[src/rtl/matmul_pkg.sv]
// Shared types and width helpers for the sequential fixed-point matrix multiplier.
package matmul_pkg;

    typedef enum logic [2:0] {
        ST_IDLE  = 3'd0,
        ST_FETCH = 3'd1,
        ST_WAIT  = 3'd2,
        ST_MAC   = 3'd3,
        ST_OUT   = 3'd4,
        ST_DONE  = 3'd5
    } state_t;

    // Index port width: never narrower than one bit, even for a dimension of 1.
    function automatic int idx_w(input int n);
        int w;
        w = $clog2(n);
        return (w < 1) ? 1 : w;
    endfunction

    function automatic int acc_w(input int dw, input int k);
        return 2 * dw + $clog2(k) + 1;
    endfunction

endpackage

[src/rtl/seq_matmul_mac_if.sv]
// Operand-memory read port and result stream of seq_matmul_mac, grouped as one bus.
interface seq_matmul_mac_if
    import matmul_pkg::*;
#(
    parameter int M  = 4,
    parameter int K  = 4,
    parameter int N  = 4,
    parameter int DW = 16,
    parameter int OW = acc_w(DW, K)
) ();
    localparam int IM = idx_w(M);
    localparam int IK = idx_w(K);
    localparam int IN = idx_w(N);

    logic                 a_rd;
    logic [IM-1:0]        a_i;
    logic [IK-1:0]        a_j;
    logic [IK-1:0]        b_i;
    logic [IN-1:0]        b_j;
    logic signed [DW-1:0] a_in;
    logic signed [DW-1:0] b_in;
    logic signed [OW-1:0] z_out;
    logic [IM-1:0]        z_i;
    logic [IN-1:0]        z_j;
    logic                 z_stb;
    logic                 z_ack;
    logic                 z_sat;

    modport master (
        output a_rd, a_i, a_j, b_i, b_j, z_out, z_i, z_j, z_stb, z_sat,
        input  a_in, b_in, z_ack
    );

    modport slave (
        input  a_rd, a_i, a_j, b_i, b_j, z_out, z_i, z_j, z_stb, z_sat,
        output a_in, b_in, z_ack
    );
endinterface

[src/rtl/matmul_mac_acc.sv]
// Signed multiply-accumulate register with clear/enable and a read-out of the updated sum.
// MATMUL_SAT_EN selects a clamping read-out when the result port is narrower than the sum.
module matmul_mac_acc #(
    parameter int DW = 16,
    parameter int AW = 34,
    parameter int OW = 34
) (
    input  logic                 clk,
    input  logic                 rst,
    input  logic                 clr,
    input  logic                 en,
    input  logic signed [DW-1:0] a,
    input  logic signed [DW-1:0] b,
    output logic signed [OW-1:0] rd_val,
    output logic                 rd_sat
);
    logic signed [2*DW-1:0] prod_s;
    logic signed [AW-1:0]   sum_s;
    logic signed [AW-1:0]   acc_r;

    assign prod_s = (2*DW)'(a) * (2*DW)'(b);
    assign sum_s  = acc_r + AW'(prod_s);

    // Accumulator: cleared at the start of each element, updated on every MAC cycle
    always_ff @(posedge clk or posedge rst) begin
        if (rst) begin
            acc_r <= AW'(0);
        end else if (clr) begin
            acc_r <= AW'(0);
        end else if (en) begin
            acc_r <= sum_s;
        end else begin
            acc_r <= acc_r;
        end
    end

`ifdef MATMUL_SAT_EN
    generate
        if (OW < AW) begin : g_clamp
            localparam logic signed [AW-1:0] HI_C = {{(AW-OW+1){1'b0}}, {(OW-1){1'b1}}};
            localparam logic signed [AW-1:0] LO_C = {{(AW-OW+1){1'b1}}, {(OW-1){1'b0}}};

            // Clamp the updated sum into the signed range of the result port
            always_comb begin
                rd_val = OW'(sum_s);
                rd_sat = 1'b0;
                if (sum_s > HI_C) begin
                    rd_val = {1'b0, {(OW-1){1'b1}}};
                    rd_sat = 1'b1;
                end else if (sum_s < LO_C) begin
                    rd_val = {1'b1, {(OW-1){1'b0}}};
                    rd_sat = 1'b1;
                end else begin
                    rd_val = OW'(sum_s);
                    rd_sat = 1'b0;
                end
            end
        end else begin : g_pass
            assign rd_val = OW'(sum_s);
            assign rd_sat = 1'b0;
        end
    endgenerate
`else
    // Narrow ports keep the low bits; wide ports sign-extend.
    assign rd_val = OW'(sum_s);
    assign rd_sat = 1'b0;
`endif

endmodule

[src/rtl/seq_matmul_mac.sv]
// Sequential Z = A*B on signed fixed-point operands read from external synchronous RAMs.
// Optional clamping of results is compiled in with MATMUL_SAT_EN.
module seq_matmul_mac
    import matmul_pkg::*;
#(
    parameter int M      = 4,
    parameter int K      = 4,
    parameter int N      = 4,
    parameter int DW     = 16,
    parameter int OW     = acc_w(DW, K),
    parameter int RD_LAT = 1
) (
    input  logic              clk,
    input  logic              rst,
    input  logic              start,
    seq_matmul_mac_if.master  bus,
    output logic              busy,
    output logic              done
);
    localparam int IM = idx_w(M);
    localparam int IK = idx_w(K);
    localparam int IN = idx_w(N);
    localparam int AW = acc_w(DW, K);
    localparam int WW = idx_w(RD_LAT);

    localparam logic [IM-1:0] M_LAST  = IM'(M - 1);
    localparam logic [IK-1:0] K_LAST  = IK'(K - 1);
    localparam logic [IN-1:0] N_LAST  = IN'(N - 1);
    localparam logic [WW-1:0] WAIT_LD = WW'((RD_LAT > 1) ? (RD_LAT - 2) : 0);

    state_t               state_r;
    logic [IM-1:0]        i_r;
    logic [IN-1:0]        j_r;
    logic [IK-1:0]        k_r;
    logic [WW-1:0]        wait_r;
    logic                 a_rd_r;
    logic signed [OW-1:0] z_out_r;
    logic [IM-1:0]        z_i_r;
    logic [IN-1:0]        z_j_r;
    logic                 z_stb_r;
    logic                 z_sat_r;
    logic                 busy_r;
    logic                 done_r;
    logic                 clr_s;
    logic                 en_s;
    logic signed [OW-1:0] rd_val_s;
    logic                 rd_sat_s;

    // Accumulator is cleared on a fresh start and after each accepted element
    always_comb begin
        clr_s = 1'b0;
        en_s  = 1'b0;
        if (state_r == ST_IDLE) begin
            clr_s = start;
        end else if (state_r == ST_OUT) begin
            clr_s = bus.z_ack;
        end else begin
            en_s = (state_r == ST_MAC);
        end
    end

    matmul_mac_acc #(.DW(DW), .AW(AW), .OW(OW)) u_acc (
        .clk    (clk),
        .rst    (rst),
        .clr    (clr_s),
        .en     (en_s),
        .a      (bus.a_in),
        .b      (bus.b_in),
        .rd_val (rd_val_s),
        .rd_sat (rd_sat_s)
    );

    // Sequencer: fetch operands, accumulate, then hand each element to the sink
    always_ff @(posedge clk or posedge rst) begin
        if (rst) begin
            state_r <= ST_IDLE;
            i_r     <= IM'(0);
            j_r     <= IN'(0);
            k_r     <= IK'(0);
            wait_r  <= WW'(0);
            a_rd_r  <= 1'b0;
            z_out_r <= OW'(0);
            z_i_r   <= IM'(0);
            z_j_r   <= IN'(0);
            z_stb_r <= 1'b0;
            z_sat_r <= 1'b0;
            busy_r  <= 1'b0;
            done_r  <= 1'b0;
        end else begin
            a_rd_r <= 1'b0;
            done_r <= 1'b0;
            case (state_r)
                ST_IDLE: begin
                    if (start) begin
                        i_r     <= IM'(0);
                        j_r     <= IN'(0);
                        k_r     <= IK'(0);
                        a_rd_r  <= 1'b1;
                        busy_r  <= 1'b1;
                        state_r <= ST_FETCH;
                    end else begin
                        busy_r  <= 1'b0;
                    end
                end
                ST_FETCH: begin
                    if (RD_LAT > 1) begin
                        wait_r  <= WAIT_LD;
                        state_r <= ST_WAIT;
                    end else begin
                        state_r <= ST_MAC;
                    end
                end
                ST_WAIT: begin
                    if (wait_r == WW'(0)) begin
                        state_r <= ST_MAC;
                    end else begin
                        wait_r  <= wait_r - WW'(1);
                    end
                end
                ST_MAC: begin
                    if (k_r != K_LAST) begin
                        k_r     <= k_r + IK'(1);
                        a_rd_r  <= 1'b1;
                        state_r <= ST_FETCH;
                    end else begin
                        z_out_r <= rd_val_s;
                        z_sat_r <= rd_sat_s;
                        z_i_r   <= i_r;
                        z_j_r   <= j_r;
                        z_stb_r <= 1'b1;
                        state_r <= ST_OUT;
                    end
                end
                ST_OUT: begin
                    if (bus.z_ack) begin
                        z_stb_r <= 1'b0;
                        z_sat_r <= 1'b0;
                        k_r     <= IK'(0);
                        // Row-major walk; both indices wrap to 0 after the last element
                        if (j_r == N_LAST) begin
                            j_r <= IN'(0);
                            i_r <= (i_r == M_LAST) ? IM'(0) : (i_r + IM'(1));
                        end else begin
                            j_r <= j_r + IN'(1);
                        end
                        if ((i_r == M_LAST) && (j_r == N_LAST)) begin
                            done_r  <= 1'b1;
                            state_r <= ST_DONE;
                        end else begin
                            a_rd_r  <= 1'b1;
                            state_r <= ST_FETCH;
                        end
                    end else begin
                        state_r <= ST_OUT;
                    end
                end
                ST_DONE: begin
                    busy_r  <= 1'b0;
                    state_r <= ST_IDLE;
                end
                default: begin
                    busy_r  <= 1'b0;
                    z_stb_r <= 1'b0;
                    state_r <= ST_IDLE;
                end
            endcase
        end
    end

    assign bus.a_rd  = a_rd_r;
    assign bus.a_i   = i_r;
    assign bus.a_j   = k_r;
    assign bus.b_i   = k_r;
    assign bus.b_j   = j_r;
    assign bus.z_out = z_out_r;
    assign bus.z_i   = z_i_r;
    assign bus.z_j   = z_j_r;
    assign bus.z_stb = z_stb_r;
    assign bus.z_sat = z_sat_r;
    assign busy      = busy_r;
    assign done      = done_r;

endmodule

[src/flat_wrapper.sv]
// flat-port wrapper written by rule: the top's interface ports become plain ports
module seq_matmul_mac_flat import matmul_pkg::*;
#(
    parameter int M      = 4,
    parameter int K      = 4,
    parameter int N      = 4,
    parameter int DW     = 16,
    parameter int OW     = acc_w(DW, K),
    parameter int RD_LAT = 1
)
  (clk, rst, start, busy, done, bus_a_rd, bus_a_i, bus_a_j, bus_b_i, bus_b_j, bus_z_out, bus_z_i, bus_z_j, bus_z_stb, bus_z_sat, bus_a_in, bus_b_in, bus_z_ack);
  seq_matmul_mac_if #(.M(M), .K(K), .N(N), .DW(DW), .OW(OW)) bus_i ();
  input  logic clk;
  input  logic rst;
  input  logic start;
  output logic busy;
  output logic done;
  output wire logic [$bits(bus_i.a_rd)-1:0] bus_a_rd;
  output wire logic [$bits(bus_i.a_i)-1:0] bus_a_i;
  output wire logic [$bits(bus_i.a_j)-1:0] bus_a_j;
  output wire logic [$bits(bus_i.b_i)-1:0] bus_b_i;
  output wire logic [$bits(bus_i.b_j)-1:0] bus_b_j;
  output wire logic [$bits(bus_i.z_out)-1:0] bus_z_out;
  output wire logic [$bits(bus_i.z_i)-1:0] bus_z_i;
  output wire logic [$bits(bus_i.z_j)-1:0] bus_z_j;
  output wire logic [$bits(bus_i.z_stb)-1:0] bus_z_stb;
  output wire logic [$bits(bus_i.z_sat)-1:0] bus_z_sat;
  input wire logic [$bits(bus_i.a_in)-1:0] bus_a_in;
  input wire logic [$bits(bus_i.b_in)-1:0] bus_b_in;
  input wire logic [$bits(bus_i.z_ack)-1:0] bus_z_ack;
  assign bus_a_rd = bus_i.a_rd;
  assign bus_a_i = bus_i.a_i;
  assign bus_a_j = bus_i.a_j;
  assign bus_b_i = bus_i.b_i;
  assign bus_b_j = bus_i.b_j;
  assign bus_z_out = bus_i.z_out;
  assign bus_z_i = bus_i.z_i;
  assign bus_z_j = bus_i.z_j;
  assign bus_z_stb = bus_i.z_stb;
  assign bus_z_sat = bus_i.z_sat;
  assign bus_i.a_in = bus_a_in;
  assign bus_i.b_in = bus_b_in;
  assign bus_i.z_ack = bus_z_ack;
  seq_matmul_mac #(.M(M), .K(K), .N(N), .DW(DW), .OW(OW), .RD_LAT(RD_LAT)) u_core (.clk(clk), .rst(rst), .start(start), .bus(bus_i), .busy(busy), .done(done));
endmodule
[config.mk]
export PLATFORM = sky130hd
export DESIGN_NAME = seq_matmul_mac_flat
export DESIGN_NICKNAME = d
export VERILOG_FILES = /design/src/rtl/matmul_pkg.sv /design/src/rtl/seq_matmul_mac_if.sv /design/src/rtl/matmul_mac_acc.sv /design/src/rtl/seq_matmul_mac.sv /design/src/flat_wrapper.sv
export SDC_FILE = /design/constraint.sdc
export NUM_CORES = 1
export LEC_CHECK = 0
export ABC_AREA = 1
export BUFFER_PORTS_ARGS = -buffer_cell sky130_fd_sc_hd__buf_2
export CAP_MARGIN = 20
export CORE_ASPECT_RATIO = 1.25
export CORE_MARGIN = 2
export CORE_UTILIZATION = 45
export DETAILED_ROUTE_END_ITERATION = 16
export GPL_TIMING_DRIVEN = 0
export PLACE_DENSITY = 0.67
export SLEW_MARGIN = 20
export SYNTH_ARGS = -nofsm -noshare
export SYNTH_HDL_FRONTEND = slang
export SYNTH_HIERARCHICAL = 1
export SYNTH_SLANG_ARGS = --single-unit
[constraint.sdc]
create_clock -name clk -period 6.1 [get_ports clk]
set_input_delay 1.525 -clock clk [delete_from_list [all_inputs] [get_ports clk]]
set_output_delay 1.525 -clock clk [all_outputs]
set_load 0.02 [all_outputs]
==> impl_results.rst <==
.. list-table::
   :header-rows: 1

   * - Metric
     - Value
   * - Xor and xnor area share after synthesis
     - 0.696%
   * - Number of synthesized flops with an enable pin
     - 0
   * - Predominant post-synthesis flop cell
     - dfrtp_1
   * - Worst R2R Start
     - u_core/u_acc/acc_r[15]
   * - Most frequent cells in the layout
     - 550 x inv_1, 510 x nand2_1, 290 x fa_1, 93 x buf_4, 88 x dfrtp_1
   * - Post-route DRC violation count
     - 0
   * - Flop and latch count out of synthesis
     - 88
   * - Total half-perimeter wirelength after legalization and detailed placement
     - 38500 um
   * - Total inserted antenna cells
     - 0
   * - Distinct cell type count of the synthesized netlist
     - 36
   * - Synthesized cell area
     - 16400 um2
   * - Post-synthesis cell count
     - 2126
   * - Outcome
     - finished with violations
   * - Horizontal die dimension
     - 174 um
   * - Area post-placement
     - 18200 um2
   * - Detailed Route WL
     - 48200 um
   * - Setup clock skew after layout
     - 0.00989 ns
   * - Row cnt
     - 78
   * - Syn avg cell area
     - 7.69 um2
   * - Hold path startpoint
     - u_core/bus.z_stb
   * - Post-synthesis share of cell area spent on full adders, half adders and majority gates
     - 46.1%
   * - Transition time at the pin with the least slew margin
     - 1.08 ns
   * - Max-slew violation total from the final report
     - 0
   * - RSZ-0062 raised after global routing
     - true
   * - YS warnings
     - 6
   * - Final setup violation count
     - 44
   * - Hold_buf cts
     - 0
   * - Setup slack after placement
     - -1.16 ns
   * - Violated checks
     - setup timing
   * - Req. time, crit path
     - 6.35 ns
   * - Type of the tightest min-delay check
     - register to register
   * - Worst-Skew Late Latency
     - 0.36 ns
   * - Global-route wire length before repair
     - 76100 um
   * - Flop2flop setup slack
     - 1.41 ns
   * - Total global routing overflow
     - 0
   * - Proportion of layout cells with a drive suffix above 1
     - 27.9%
   * - Die Footprint
     - 37900 um2
   * - Floorplan die height
     - 217 um
   * - Initial DRC count
     - 737
   * - DR WL/cell
     - 17.2 um
   * - Max-slew headroom
     - 27.5%
   * - Crit start category
     - input port
   * - Synth Net Count
     - 2579
   * - TritonCTS clock tree
     - done
   * - Clock sink total
     - 88
   * - Routed vias
     - 13800
   * - MaxCap Viol Count
     - 0
   * - RePlAce Congestion
     - 0.939
   * - Fmax
     - 150 MHz
   * - Commonest non-fill, non-tap cell in the layout
     - inv_1
   * - Total routing usage reported by global routing
     - 25.7%
   * - Post-synthesis to final-layout area growth
     - 30.3%
   * - Average vias per placed instance
     - 4.91
   * - Pin count of the biggest net entering global routing
     - 36
   * - Share of synthesized cell area in and, or, nand and nor gates
     - 21.4%
   * - Final hold slack
     - 0.473 ns
   * - Final non-filler cell total
     - 2807
   * - Dominant combinational cell family by area after synthesis
     - adder cells
   * - Total clock buffers created by CTS
     - 9
   * - Initial antenna violation count
     - 0
   * - Number of placed cells counting well taps
     - 2665
   * - Share of flip-flops with an asynchronous set or reset
     - 100%
   * - Antenna-violating nets left
     - 0
   * - Buffers on Ports
     - 58
   * - Register area share after synthesis
     - 13.5%
   * - Fraction of the mapped netlist area in compound gates
     - 1.78%
   * - Maximum fanout encountered on the critical timing path
     - 5
   * - Post-layout nets
     - 2775
   * - Period utilisation layout
     - 109%
   * - Crit. End Element
     - register
   * - Starting utilization of the core area
     - 45.4%
   * - Cells on Worst Hold Path
     - 2
   * - Number of cells on the worst reg-to-reg path
     - 22
   * - Crit path kind
     - input port to register
   * - Count of pins on the block boundary
     - 88
   * - Min Clock Period, post-route
     - 6.65 ns
   * - Buffer levels on the longest clock path
     - 2
   * - Clock tree root buffer cell
     - clkbuf_16
   * - Final design area excluding fillers
     - 21300 um2
   * - Total count of hold-check failures in the final report
     - 0
   * - Post-synthesis mux area share
     - 0%
   * - Terminus of the critical flop-to-flop path
     - u_core/bus.z_out[32]
   * - Final worst-path setup slack
     - -0.546 ns
   * - CTS HTree Levels
     - 3
   * - First drt pass iteration count
     - 5
   * - Total core area
     - 36000 um2
   * - Hold endpoint
     - u_core/bus.z_stb
   * - Clock transition at the registers of the reported paths
     - 0.07 ns
   * - Via count of the first global-routing pass
     - 14600
   * - Worst endpoint data arrival time
     - 6.90 ns
-- critical path, cell delays in order --
cell and delay (ns):
buf_12 0.11, clkbuf_16 0.16, nand2_8 0.08, inv_4 0.04, fa_2 0.60, inv_2 0.05
fa_2 0.60, inv_4 0.07, fa_1 0.56, inv_2 0.07, buf_4 0.13, buf_6 0.10
fa_1 0.51, fa_1 0.44, fa_1 0.53, inv_2 0.05, ha_4 0.32, nand2_4 0.08
nor3_4 0.19, and2_4 0.16, nand2_2 0.06, nand2_1 0.08, nand2_2 0.05, and2_4 0.18
nand3_2 0.07, nand2_1 0.05
-- what timing repair did --
action / in CTS / in global routing
pin swaps: 97 / 133
buffers inserted: 48 / 67
gates cloned: 8 / 4
endpoints found under the setup margin: 52 / 49
gates resized for setup: 258 / 208
-- sequential cells by signal, summed over array words and instances, names as in the netlist --
register / flops
u_core/bus.z_out: 35
u_core/bus.b_j: 2
u_core/bus.a_i: 2
u_core/bus.z_stb: 1
u_core/u_acc/acc_r: 35
u_core/bus.a_j: 2
u_core/bus.z_sat: 1
u_core/done: 1
u_core/bus.z_i: 2
u_core/bus.a_rd: 1
u_core/busy: 1
u_core/bus.z_j: 2
u_core/state_r: 3
-- routing by layer --
metal  vias up  global-route usage (%)  part of all wire (%)  wire length, um
li1       6404                       -                     -                -
met1      6873                    31.2                    39            19000
met2       375                    46.1                    52            25100
met3       117                    2.36                   3.5             1680
met4         0                    12.1                   5.1             2460
met5         -                       0                     0                0
-- area by class of cell --
type,instances,area [um2]
inverters,629,2400
clock buffers,10,229
plain buffers,81,1190
multi-input cells,1327,13100
fillers,3150,14700
flip-flops and latches,88,2200
well taps,480,601
clock inverters,6,66.3
repair buffers,186,1490
-- metrics by stage --
stage	TNS, ns	util [%]
6_report	-15.25	59.2
5_1_grt	-23.18	59.2
4_1_cts	-10.37	55.8
3_5_place_dp	-45.37	50.5
3_3_place_gp	-45.50	50.4
2_1_floorplan	-8.52	-
-- logic make-up after synthesis --
group,after synthesis
buffers and inverters,711
and+or+nand+nor,846
adders and majority gates,417
DFF,88
other,1
AOI/OAI and AO/OA,50
xor gates and xnor gates,13
-- cells in the mapped netlist (2+ instances only) --
cell	number	area share, %
nand3b_1	5	0.23
nor2_1	60	1.4
fa_1	310	38
and2_4	2	0.11
dfrtp_1	88	13
a21o_1	2	0.092
a21oi_2	2	0.11
or2_1	3	0.11
nand2_1	621	14
nor3_2	3	0.18
ha_1	107	8.2
nand3_1	101	3.1
or2_2	2	0.077
nand2_2	12	0.46
nand3_2	3	0.18
o21ai_0	15	0.46
a22o_1	6	0.32
and2_1	17	0.65
clkinv_1	2	0.046
nor3_1	3	0.092
buf_1	2	0.046
nand4_1	7	0.27
a21oi_1	22	0.67
buf_4	4	0.18
inv_1	613	14
nor2_2	5	0.19
inv_2	14	0.32
clkbuf_1	64	1.5
xor2_1	9	0.48
buf_2	12	0.37
xnor2_1	4	0.21
o21bai_1	2	0.092
-- worst max path at each step --
stage / depth (start not counted) / endpoint / startpoint / slack (ns)
6_report: 26 / u_core/bus.z_out[34] / bus_a_in[15] / -0.55
3_5_place_dp: 24 / u_core/bus.z_out[26] / bus_a_in[3] / -1.16
4_1_cts: 27 / u_core/bus.z_out[31] / bus_a_in[15] / -0.49
3_3_place_gp: 20 / u_core/bus.z_out[26] / bus_a_in[3] / -1.17
5_1_grt: 26 / u_core/bus.z_out[34] / bus_a_in[15] / -0.72
2_1_floorplan: 28 / u_core/bus.z_out[34] / bus_a_in[15] / -0.50
Power is left out: the tool's default activity adds up to more than one toggle a clock period on the data nets, which glitch-free logic cannot reach.
